===== config.mk =====
export PLATFORM = sky130hd
export DESIGN_NAME = rv32m_muldiv_unit
export DESIGN_NICKNAME = d
export VERILOG_FILES = /design/src/rtl/rv32m_muldiv_unit_pkg.sv /design/src/rtl/rv32m_muldiv_unit_divider.sv /design/src/rtl/rv32m_muldiv_unit.sv
export SDC_FILE = /design/constraint.sdc
export NUM_CORES = 1
export LEC_CHECK = 0
export ABC_AREA = 1
export CELL_PAD_IN_SITES_DETAIL_PLACEMENT = 2
export CELL_PAD_IN_SITES_GLOBAL_PLACEMENT = 2
export CORE_MARGIN = 8
export CORE_UTILIZATION = 36
export CTS_BUF_LIST = sky130_fd_sc_hd__clkbuf_4 sky130_fd_sc_hd__clkbuf_8
export CTS_CLUSTER_DIAMETER = 30
export DETAILED_ROUTE_END_ITERATION = 16
export PLACE_DENSITY_LB_ADDON = 0.05
export SYNTH_ARGS = -nofsm -noshare
export SYNTH_HDL_FRONTEND = slang
export SYNTH_SLANG_ARGS = --single-unit
export TNS_END_PERCENT = 20

===== constraint.sdc =====
create_clock -name clk -period 3.65 [get_ports clk]
set_input_delay 0.73 -clock clk [delete_from_list [all_inputs] [get_ports clk]]
set_output_delay 0.73 -clock clk [all_outputs]
set_load 0.03 [all_outputs]

===== src/rtl/rv32m_muldiv_unit_pkg.sv =====
// M_Inst_Pkg: RV32M funct3 codes, mul/div FSM states and shared constants.
package M_Inst_Pkg;
  localparam logic [2:0] F3_MUL    = 3'b000;
  localparam logic [2:0] F3_MULH   = 3'b001;
  localparam logic [2:0] F3_MULHSU = 3'b010;
  localparam logic [2:0] F3_MULHU  = 3'b011;
  localparam logic [2:0] F3_DIV    = 3'b100;
  localparam logic [2:0] F3_DIVU   = 3'b101;
  localparam logic [2:0] F3_REM    = 3'b110;
  localparam logic [2:0] F3_REMU   = 3'b111;
  localparam int MULDIV_ITER = 32;
  localparam logic [31:0] DIV_BY_ZERO_Q = 32'hFFFFFFFF;
  localparam logic [31:0] DIV_OVF_Q     = 32'h80000000;
  typedef enum logic [2:0] {IDLE, MUL, DIV, FIX, SPECIAL} muldiv_state_e;
endpackage


===== src/rtl/rv32m_muldiv_unit_divider.sv =====
// rv_serial_divider: unsigned 32-step restoring divider; mul=1 reuses counter and {hi,lo} for shift-add multiply.
module rv_serial_divider
  import M_Inst_Pkg::*;
(
  input  logic        clk,
  input  logic        rst,
  input  logic        flush,
  input  logic        start,
  input  logic        mul,
  input  logic [31:0] a,
  input  logic [31:0] b,
  output logic        done,
  output logic [63:0] acc
);
  logic [4:0] cnt;
  logic run, ge;
  logic [31:0] d, sub;
  logic [32:0] sum;
  logic [63:0] step;
  always_comb begin
    ge   = {1'b0, acc[63:31]} >= {2'b0, d};
    sub  = acc[62:31] - d;
    sum  = {1'b0, acc[63:32]} + {1'b0, d};
    step = mul ? {acc[0] ? sum : {1'b0, acc[63:32]}, acc[31:1]}
               : (ge ? {sub, acc[30:0], 1'b1} : {acc[62:0], 1'b0});
  end
  assign done = run && cnt == 5'd0;
  always_ff @(posedge clk) begin
    if (rst || flush) begin
      run <= 1'b0;
      cnt <= 5'd0;
      acc <= '0;
      d   <= '0;
    end else if (start) begin
      acc <= {32'd0, a};
      d   <= b;
      cnt <= 5'(MULDIV_ITER - 1);
      run <= 1'b1;
    end else if (run) begin
      acc <= step;
      cnt <= done ? 5'd0 : cnt - 5'd1;
      run <= !done;
    end
  end
endmodule


===== src/rtl/rv32m_muldiv_unit.sv =====
// rv32m_muldiv_unit: multi-cycle RV32M MUL/DIV unit; define RV32M_FAST_MUL_EN for a single-stage 33x33 multiplier.
module rv32m_muldiv_unit
  import M_Inst_Pkg::*;
#(
  parameter int XLEN = 32
) (
  input  logic            clk,
  input  logic            rst,
  input  logic            in_valid,
  output logic            in_ready,
  input  logic [2:0]      funct3,
  input  logic [XLEN-1:0] rs1,
  input  logic [XLEN-1:0] rs2,
  input  logic            flush,
  output logic            out_valid,
  output logic [XLEN-1:0] result,
  output logic            busy
);
  muldiv_state_e st, st_n;
  logic first, neg_a, neg_b, start, done, ov_n;
  logic a_s, b_s, na, nb, zero, ovf, special, accept;
  logic [2:0] f3;
  logic [31:0] ma, mb, sres, res_n, fix_res, q, r;
  logic [63:0] acc, p;
  assign accept   = in_valid && st == IDLE && !flush;
  assign in_ready = st == IDLE;
  assign busy     = st != IDLE;
  assign a_s      = !(funct3 inside {F3_MUL, F3_MULHU, F3_DIVU, F3_REMU});
  assign b_s      = funct3 inside {F3_MULH, F3_DIV, F3_REM};
  assign na       = a_s && rs1[31];
  assign nb       = b_s && rs2[31];
  assign zero     = rs2 == '0;
  assign ovf      = b_s && rs1 == DIV_OVF_Q && rs2 == DIV_BY_ZERO_Q;
  assign special  = funct3[2] && (zero || ovf);
  assign q        = acc[31:0];
  assign r        = acc[63:32];
`ifdef RV32M_FAST_MUL_EN
  logic signed [32:0] fa, fb;
  logic [63:0] prod;
  assign p = prod;
  always_ff @(posedge clk) begin
    if (rst) begin
      fa   <= '0;
      fb   <= '0;
      prod <= '0;
    end else begin
      if (accept) begin
        fa <= {na, rs1};
        fb <= {nb, rs2};
      end
      if (st == MUL) prod <= 64'(66'(fa) * 66'(fb));
    end
  end
`else
  assign p = (neg_a ^ neg_b) ? -acc : acc;
`endif
  assign fix_res = !f3[2] ? (f3 == F3_MUL ? p[31:0] : p[63:32])
                 : f3[1] ? (neg_a ? -r : r)
                 : ((neg_a ^ neg_b) ? -q : q);
  rv_serial_divider u_div (
    .clk  (clk),
    .rst  (rst),
    .flush(flush),
    .start(start),
    .mul  (!f3[2]),
    .a    (ma),
    .b    (mb),
    .done (done),
    .acc  (acc)
  );
  // The first cycle after accept is an operand-settling slot in every busy state.
  always_comb begin
    st_n  = st;
    ov_n  = 1'b0;
    res_n = result;
    start = 1'b0;
    unique case (st)
      IDLE: st_n = accept ? (special ? SPECIAL : funct3[2] ? DIV : MUL) : IDLE;
`ifdef RV32M_FAST_MUL_EN
      MUL: st_n = first ? MUL : FIX;
`else
      MUL: begin
        start = first;
        st_n  = done ? FIX : MUL;
      end
`endif
      DIV: begin
        start = first;
        st_n  = done ? FIX : DIV;
      end
      FIX: begin
        st_n  = IDLE;
        ov_n  = 1'b1;
        res_n = fix_res;
      end
      SPECIAL: begin
        st_n  = first ? SPECIAL : IDLE;
        ov_n  = !first;
        res_n = first ? result : sres;
      end
      default: st_n = IDLE;
    endcase
    if (flush) begin
      st_n  = IDLE;
      ov_n  = 1'b0;
      res_n = result;
    end
  end
  always_ff @(posedge clk) begin
    if (rst) begin
      st        <= IDLE;
      first     <= 1'b0;
      out_valid <= 1'b0;
      result    <= '0;
      f3        <= '0;
      neg_a     <= 1'b0;
      neg_b     <= 1'b0;
      ma        <= '0;
      mb        <= '0;
      sres      <= '0;
    end else begin
      st        <= st_n;
      first     <= accept;
      out_valid <= ov_n;
      result    <= res_n;
      if (accept) begin
        f3    <= funct3;
        neg_a <= na;
        neg_b <= nb;
        ma    <= na ? -rs1 : rs1;
        mb    <= nb ? -rs2 : rs2;
        sres  <= funct3[1] ? (zero ? rs1 : 32'd0) : (zero ? DIV_BY_ZERO_Q : DIV_OVF_Q);
      end
    end
  end
endmodule


== Word-level counts from Yosys, hierarchy flattened ==
Cells that the tools add are included.

* Logic and storage cells: 99
* Register bits: 240
* Input port bits: 71
* Output and inout port bits: 35

* Reduce and logical (&&, ||, !) cells: 28
* Multiplexer cells: 32
* Order comparisons: 1
* Eq/ne operators: 13
* Bitwise logic cells: 2
* Add/sub/neg operators: 8

{| class="wikitable"
|+ Operator list
! cell !! count
|-
| $mux 32 || 12
|-
| $mux 64 || 3
|-
| $neg 32->32 || 4
|-
| $eq 32x32->1 const B || 2
|-
| $neg 64->64 || 1
|-
| $pmux 32 s2 || 1
|-
| $add 32x32->33 || 1
|-
| $ge 33x32->1 || 1
|-
| $mux 33 || 1
|-
| $logic_not 32->1 || 1
|-
| $sub 32x32->32 || 1
|-
| $mux 31 || 1
|-
| $eq 3x3->1 const B || 5
|-
| $mux 5 || 3
|-
| $pmux 3 s4 || 1
|-
| $eq 3x2->1 const B || 3
|-
| $logic_not 3->1 || 3
|-
| $mux 3 || 3
|-
| $logic_and 1x1->1 || 8
|-
| $eq 3x1->1 const B || 2
|-
| $reduce_bool 3->1 || 2
|-
| $reduce_or 2->1 || 3
|-
| $logic_not 5->1 || 1
|-
| $sub 5x1->5 const B || 1
|-
| 11 further kinds || 20
|}

== Depth between registers and ports, before layout ==
Gate-level depths: netlist of the first run.

* Depth after elaboration: 9
* Mapped depth: 18
* Depth with buffers taken out: 18

== By module ==
A second synthesis of the first run with hierarchy kept.

* Cells, all modules: 3718
* Area, all modules: 20970.1 sq um

{| class="wikitable"
|+ Modules (own cells, without submodules)
! module !! instances !! sequential area each (sq um) !! cells each !! area an instance (sq um)
|-
| rv32m_muldiv_unit || 1 || 2762.6 || 1978 || 11165.7
|-
| rv_serial_divider || 1 || 2042.0 || 1740 || 9804.4
|}

== Least setup slack after synthesis of the first run ==
Ideal clock, no wire load.

* Path type: input-to-reg
* From: in rs2[0]
* To: reg mb[22]
* Data arrival time: 2100 ps
* Cell stages on the path: 13
* Slack: 1441 ps
* Buffers on the path: 0
* Library setup time: 109 ps
* Path through: inv_1 ha_1 nand2_1 nor4_4 nand3_1 inv_1 nand2_1 o21ai_1 nand2_1 nand2_1 nand3_1 nand2_1 inv_1

* Cells in the longest elaborated chain, start to end: 2

{| class="wikitable"
|+ RTL lines
! what !! line !! source
|-
| from (decl) || rv32m_muldiv_unit.sv:13 || <nowiki>input logic [XLEN-1:0] rs2,</nowiki>
|-
| $neg 32->32 || rv32m_muldiv_unit.sv:131 || <nowiki>mb <= nb ? -rs2 : rs2;</nowiki>
|-
| $mux 32 || rv32m_muldiv_unit.sv:131 ||
|-
| to (signal assigned) || rv32m_muldiv_unit.sv:131 ||
|-
| to (decl) || rv32m_muldiv_unit.sv:23 || <nowiki>logic [31:0] ma, mb, sres, res_n, fix_res, q, r;</nowiki>
|}

Every way passes these cells.
A chain may end at the register's enable or synchronous reset.

== Worst setup path after layout of the first run ==
* From: reg u_div.acc[32]
* To: reg u_div.acc[57]

* Cells in the longest elaborated chain, start to end: 3

{| class="wikitable"
|+ RTL lines
! what !! line !! source
|-
| from (decl) || rv32m_muldiv_unit_divider.sv:13 || <nowiki>output logic [63:0] acc</nowiki>
|-
| from (signal assigned) || rv32m_muldiv_unit_divider.sv:35 || <nowiki>acc <= {32'd0, a};</nowiki>
|-
| from (signal assigned) || rv32m_muldiv_unit_divider.sv:40 || <nowiki>acc <= step;</nowiki>
|-
| $add 32x32->33 (tied with other cells) || rv32m_muldiv_unit_divider.sv:23 || <nowiki>sum = {1'b0, acc[63:32]} + {1'b0, d};</nowiki>
|-
| $mux 33 / $mux 64 (equally long branches) || rv32m_muldiv_unit_divider.sv:24, rv32m_muldiv_unit_divider.sv:25 ||
|-
| $mux 64 * || rv32m_muldiv_unit_divider.sv:24 || <nowiki>step = mul ? {acc[0] ? sum : {1'b0, acc[63:32]}, acc[31:1]}</nowiki>
|}

Every way passes the cells marked *; elsewhere a longest branch is shown, timed or not.

==> impl_metrics.toml, run 1 <==
[outcome]
outcome = "complete, no violations"

[synth]
synth-edff-count = 0
yosys.cell_types.count = 54
synth_area_sq_mm = 0.0206
ys_top_cells_by_area = "dfxtp_1 (23%), nand2_1 (19%), a21oi_1 (8.8%)"
ys_seq_elements = 240
syn_inst = 3656
synthArstFlopShare_pct = 0
synth_top_area_share_pct = 23.3
seq_area_frac_synth_pct = 23.3
synth_common_cells = "nand2_1 (1,046), nor2_1 (472), inv_1 (425)"
yosys.cell_count.top_type = "nand2_1"
synth.avg_cell_area_sq_um = 5.65
yosys_most_used_dff = "dfxtp_1"
postSynthNetCount = 3799
ys_warn_count = 0
synth_top_area_cell = "dfxtp_1"

[floorplanning]
initial_core_util_pct = 36.5
die_w_microns = 255
fp.dieArea_sq_mm = 0.0653
num_rows = 87
die_h_microns = 255
io_pins = 106
core_region_area_sq_mm = 0.0565

[min_path]
min_path_type = "in -> reg"

[pwr]
p_sw_share_pct = 33.6
pwr-share-seq_pct = 28.6
pwr-share-comb_pct = 15.0
leakagePower_nw = 12.0
p_switching_w = 0.00325
max-vdd-ir-drop_v = 0.000315
power.density_mw_per_mm2 = 396
p_clk_share_pct = 56.4
total_power_w = 0.00968
p_int_w = 0.00643

[cts]
cts.sinks = 240
hold_buffers = 0
cts_buffer_depth = 3
cts_tree = "done"
cts_setup_buffers = 0
htreeDepth = 3
clk_pin_slew_ns = 0.07
ctsResizeCount = 0
clk_latency_ns = 0.71
cts_root_buf = "clkbuf_8"
cts_buffers = 79

[layout]
nNetsFinal = 3896
area.growth.synth_to_final_pct = 18.5
instances_no_fill = 4571
layout-drive-gt1-share_pct = 6.87

[drt]
wirelength_microns = 145000
dr.first_iter.drc_count = 2848
wl_per_cell_microns = 31.6
drt_pass1_iterations = 6
ant_nets = 0
vias_per_cell = 6.33
drc_errors = 0
via_count = 28900

[grt]
grt_pass1_vias = 31600
grt_max_degree = 123
track_usage_pct = 42.4
grt_pass1_wl_microns = 213000
gr-total-overflow = 0
antenna_found_initial = 8

[worst_setup_path]
critPathMaxFanout = 8
startpoint_type = "flop"
critPathMaxStageDelay_ns = 0.66
cp_common_cell = "nand2_1"
cpMaxStageDelayCell = "dfxtp_1"
worstPathRequired_ns = 4.21
arrival_ns = 4.04
path_cells = "buf_4 -> ha_1 -> fa_1 -> nand3_1 -> nand2_1 -> nand2_1 -> nand2_1 -> nand2_1 -> nand2_1 -> nand3_1 -> nand3_1 -> nand3_1 -> nand2_1 -> nand2_1 -> nor2_1 -> nor2_1"
critPathKind = "reg -> reg"
end_kind = "flop"

[sta]
fin_skew_ns = 0.0496
min_period_over_period_pct = 95.2
hold_viol_final = 0
worst_slew_pin_slew_ns = 1.28
setup_viol = 0
tns_ns = 0
rsz0062_at_grt = "false"
fmax_ghz = 0.288
period_needed_ns = 3.48
slew_headroom_pct = 14.5
finalMaxSlewViolations = 0

[placed_design]
port_buffers = 105
gp_congestion = 0.987
dp.cells = 4428
hpwl_microns = 97800

[run]
max_cap_viol_count = 0
==> power by group through the flow <==
stage / registers, W / clock network [W] / logic, W
after global routing: 0.00276 / 0.00554 / 0.00150
after detailed placement: 0.00280 / 0 / 0.00131
after CTS: 0.00276 / 0.00544 / 0.00138
after global placement: 0.00279 / 0 / 0.00123
after floorplan: 0.00276 / 0 / 0.000706
final: 0.00276 / 0.00546 / 0.00146
==> cell type report <==
class / count / area (sq um)
Multi-Input combinational cell: 2827 / 13600
Clock buffer: 97 / 1270
Inverter: 432 / 1620
Fill cell: 7171 / 32000
Tap cell: 756 / 946
Antenna cell: 1 / 2.50
Timing Repair Buffer: 173 / 1580
Sequential cell: 240 / 4810
Clock inverter: 45 / 654
==> worst max-delay path, delay by kind of cell (launching register included) <==
| family | cells | cell delay, ns |
|---|---|---|
| fa+ha+maj | 2 | 0.62 |
| flops | 1 | 0.66 |
| simple gates | 13 | 1.77 |
| buf+inv | 1 | 0.27 |
==> worst paths after layout <==
path / cells past startpoint / slack (ns) / endpoint / startpoint
worst max-delay path: 16 / 0.17 / u_div.acc[57] / u_div.acc[32]
worst min-delay path: 2 / 0.46 / sres[8] / rst
worst max register to register: 16 / 0.17 / u_div.acc[57] / u_div.acc[32]
worst min register to register: 2 / 0.47 / sres[20] / sres[20]
==> flip-flops by register name (all words and copies together), names as in the netlist <==
signal     cells
u_div.d       32
st             3
f3             3
u_div.acc     64
neg_b          1
out_valid      1
first          1
u_div.run      1
ma            32
mb            32
neg_a          1
result        32
sres          32
u_div.cnt      5
==> through the flow <==
stage | hold slack [ns] | worst slack, ns | utilization, % | cell area [sq um]
floorplan | 0.444 | 1.44 | - | 20600
global placement | 0.451 | 0.595 | 39.9 | 22500
detailed placement | 0.464 | 0.392 | 39.9 | 22500
CTS | 0.423 | 0.318 | 43.3 | 24500
global route | 0.435 | 0.140 | 43.3 | 24500
finish | 0.455 | 0.175 | 43.3 | 24500
==> placed cells by master (no fill, tap or decap), types with 70 or more instances in the layout <==
cell type	Yosys	final
a21oi_1	362	362
clkbuf_8	0	86
clkdlybuf4s50_1	0	104
dfxtp_1	240	238
ha_1	70	70
inv_1	425	423
nand2_1	1046	1045
nand3_1	303	303
nor2_1	472	470
o21ai_0	269	269
==> per-layer routing <==
metal	vias to the layer above	part of all wire, %	global-route usage (%)
li1	12100	-	-
met1	14400	39	49.9
met2	1800	45	68.2
met3	636	8.9	10.7
met4	12	7.6	27.4
met5	-	0.053	0
==> cells by family after synthesis <==
logic type               after synthesis  share of synthesized area [%]
AND/OR/NAND/NOR                     1931                           38.4
AO/OA/AOI/OAI                        753                           19.7
buffers and inverters                589                           11.1
flip-flops                           240                           23.3
adder cells (fa/ha/maj)               72                           4.44
XOR/XNOR                              71                           3.05
Power figures use the tool's default switching activity.
==> inputs of run 2 (changes only) <==
--- a/config.mk
+++ b/config.mk
@@ -14,6 +14,7 @@
 export CTS_CLUSTER_DIAMETER = 30
 export DETAILED_ROUTE_END_ITERATION = 16
 export PLACE_DENSITY_LB_ADDON = 0.05
+export SKIP_CTS_REPAIR_TIMING = 1
 export SYNTH_ARGS = -nofsm -noshare
 export SYNTH_HDL_FRONTEND = slang
 export SYNTH_SLANG_ARGS = --single-unit
==> results of run 2 <==
Same layout as run 1: the final DEF is identical, and so are final timing and power.
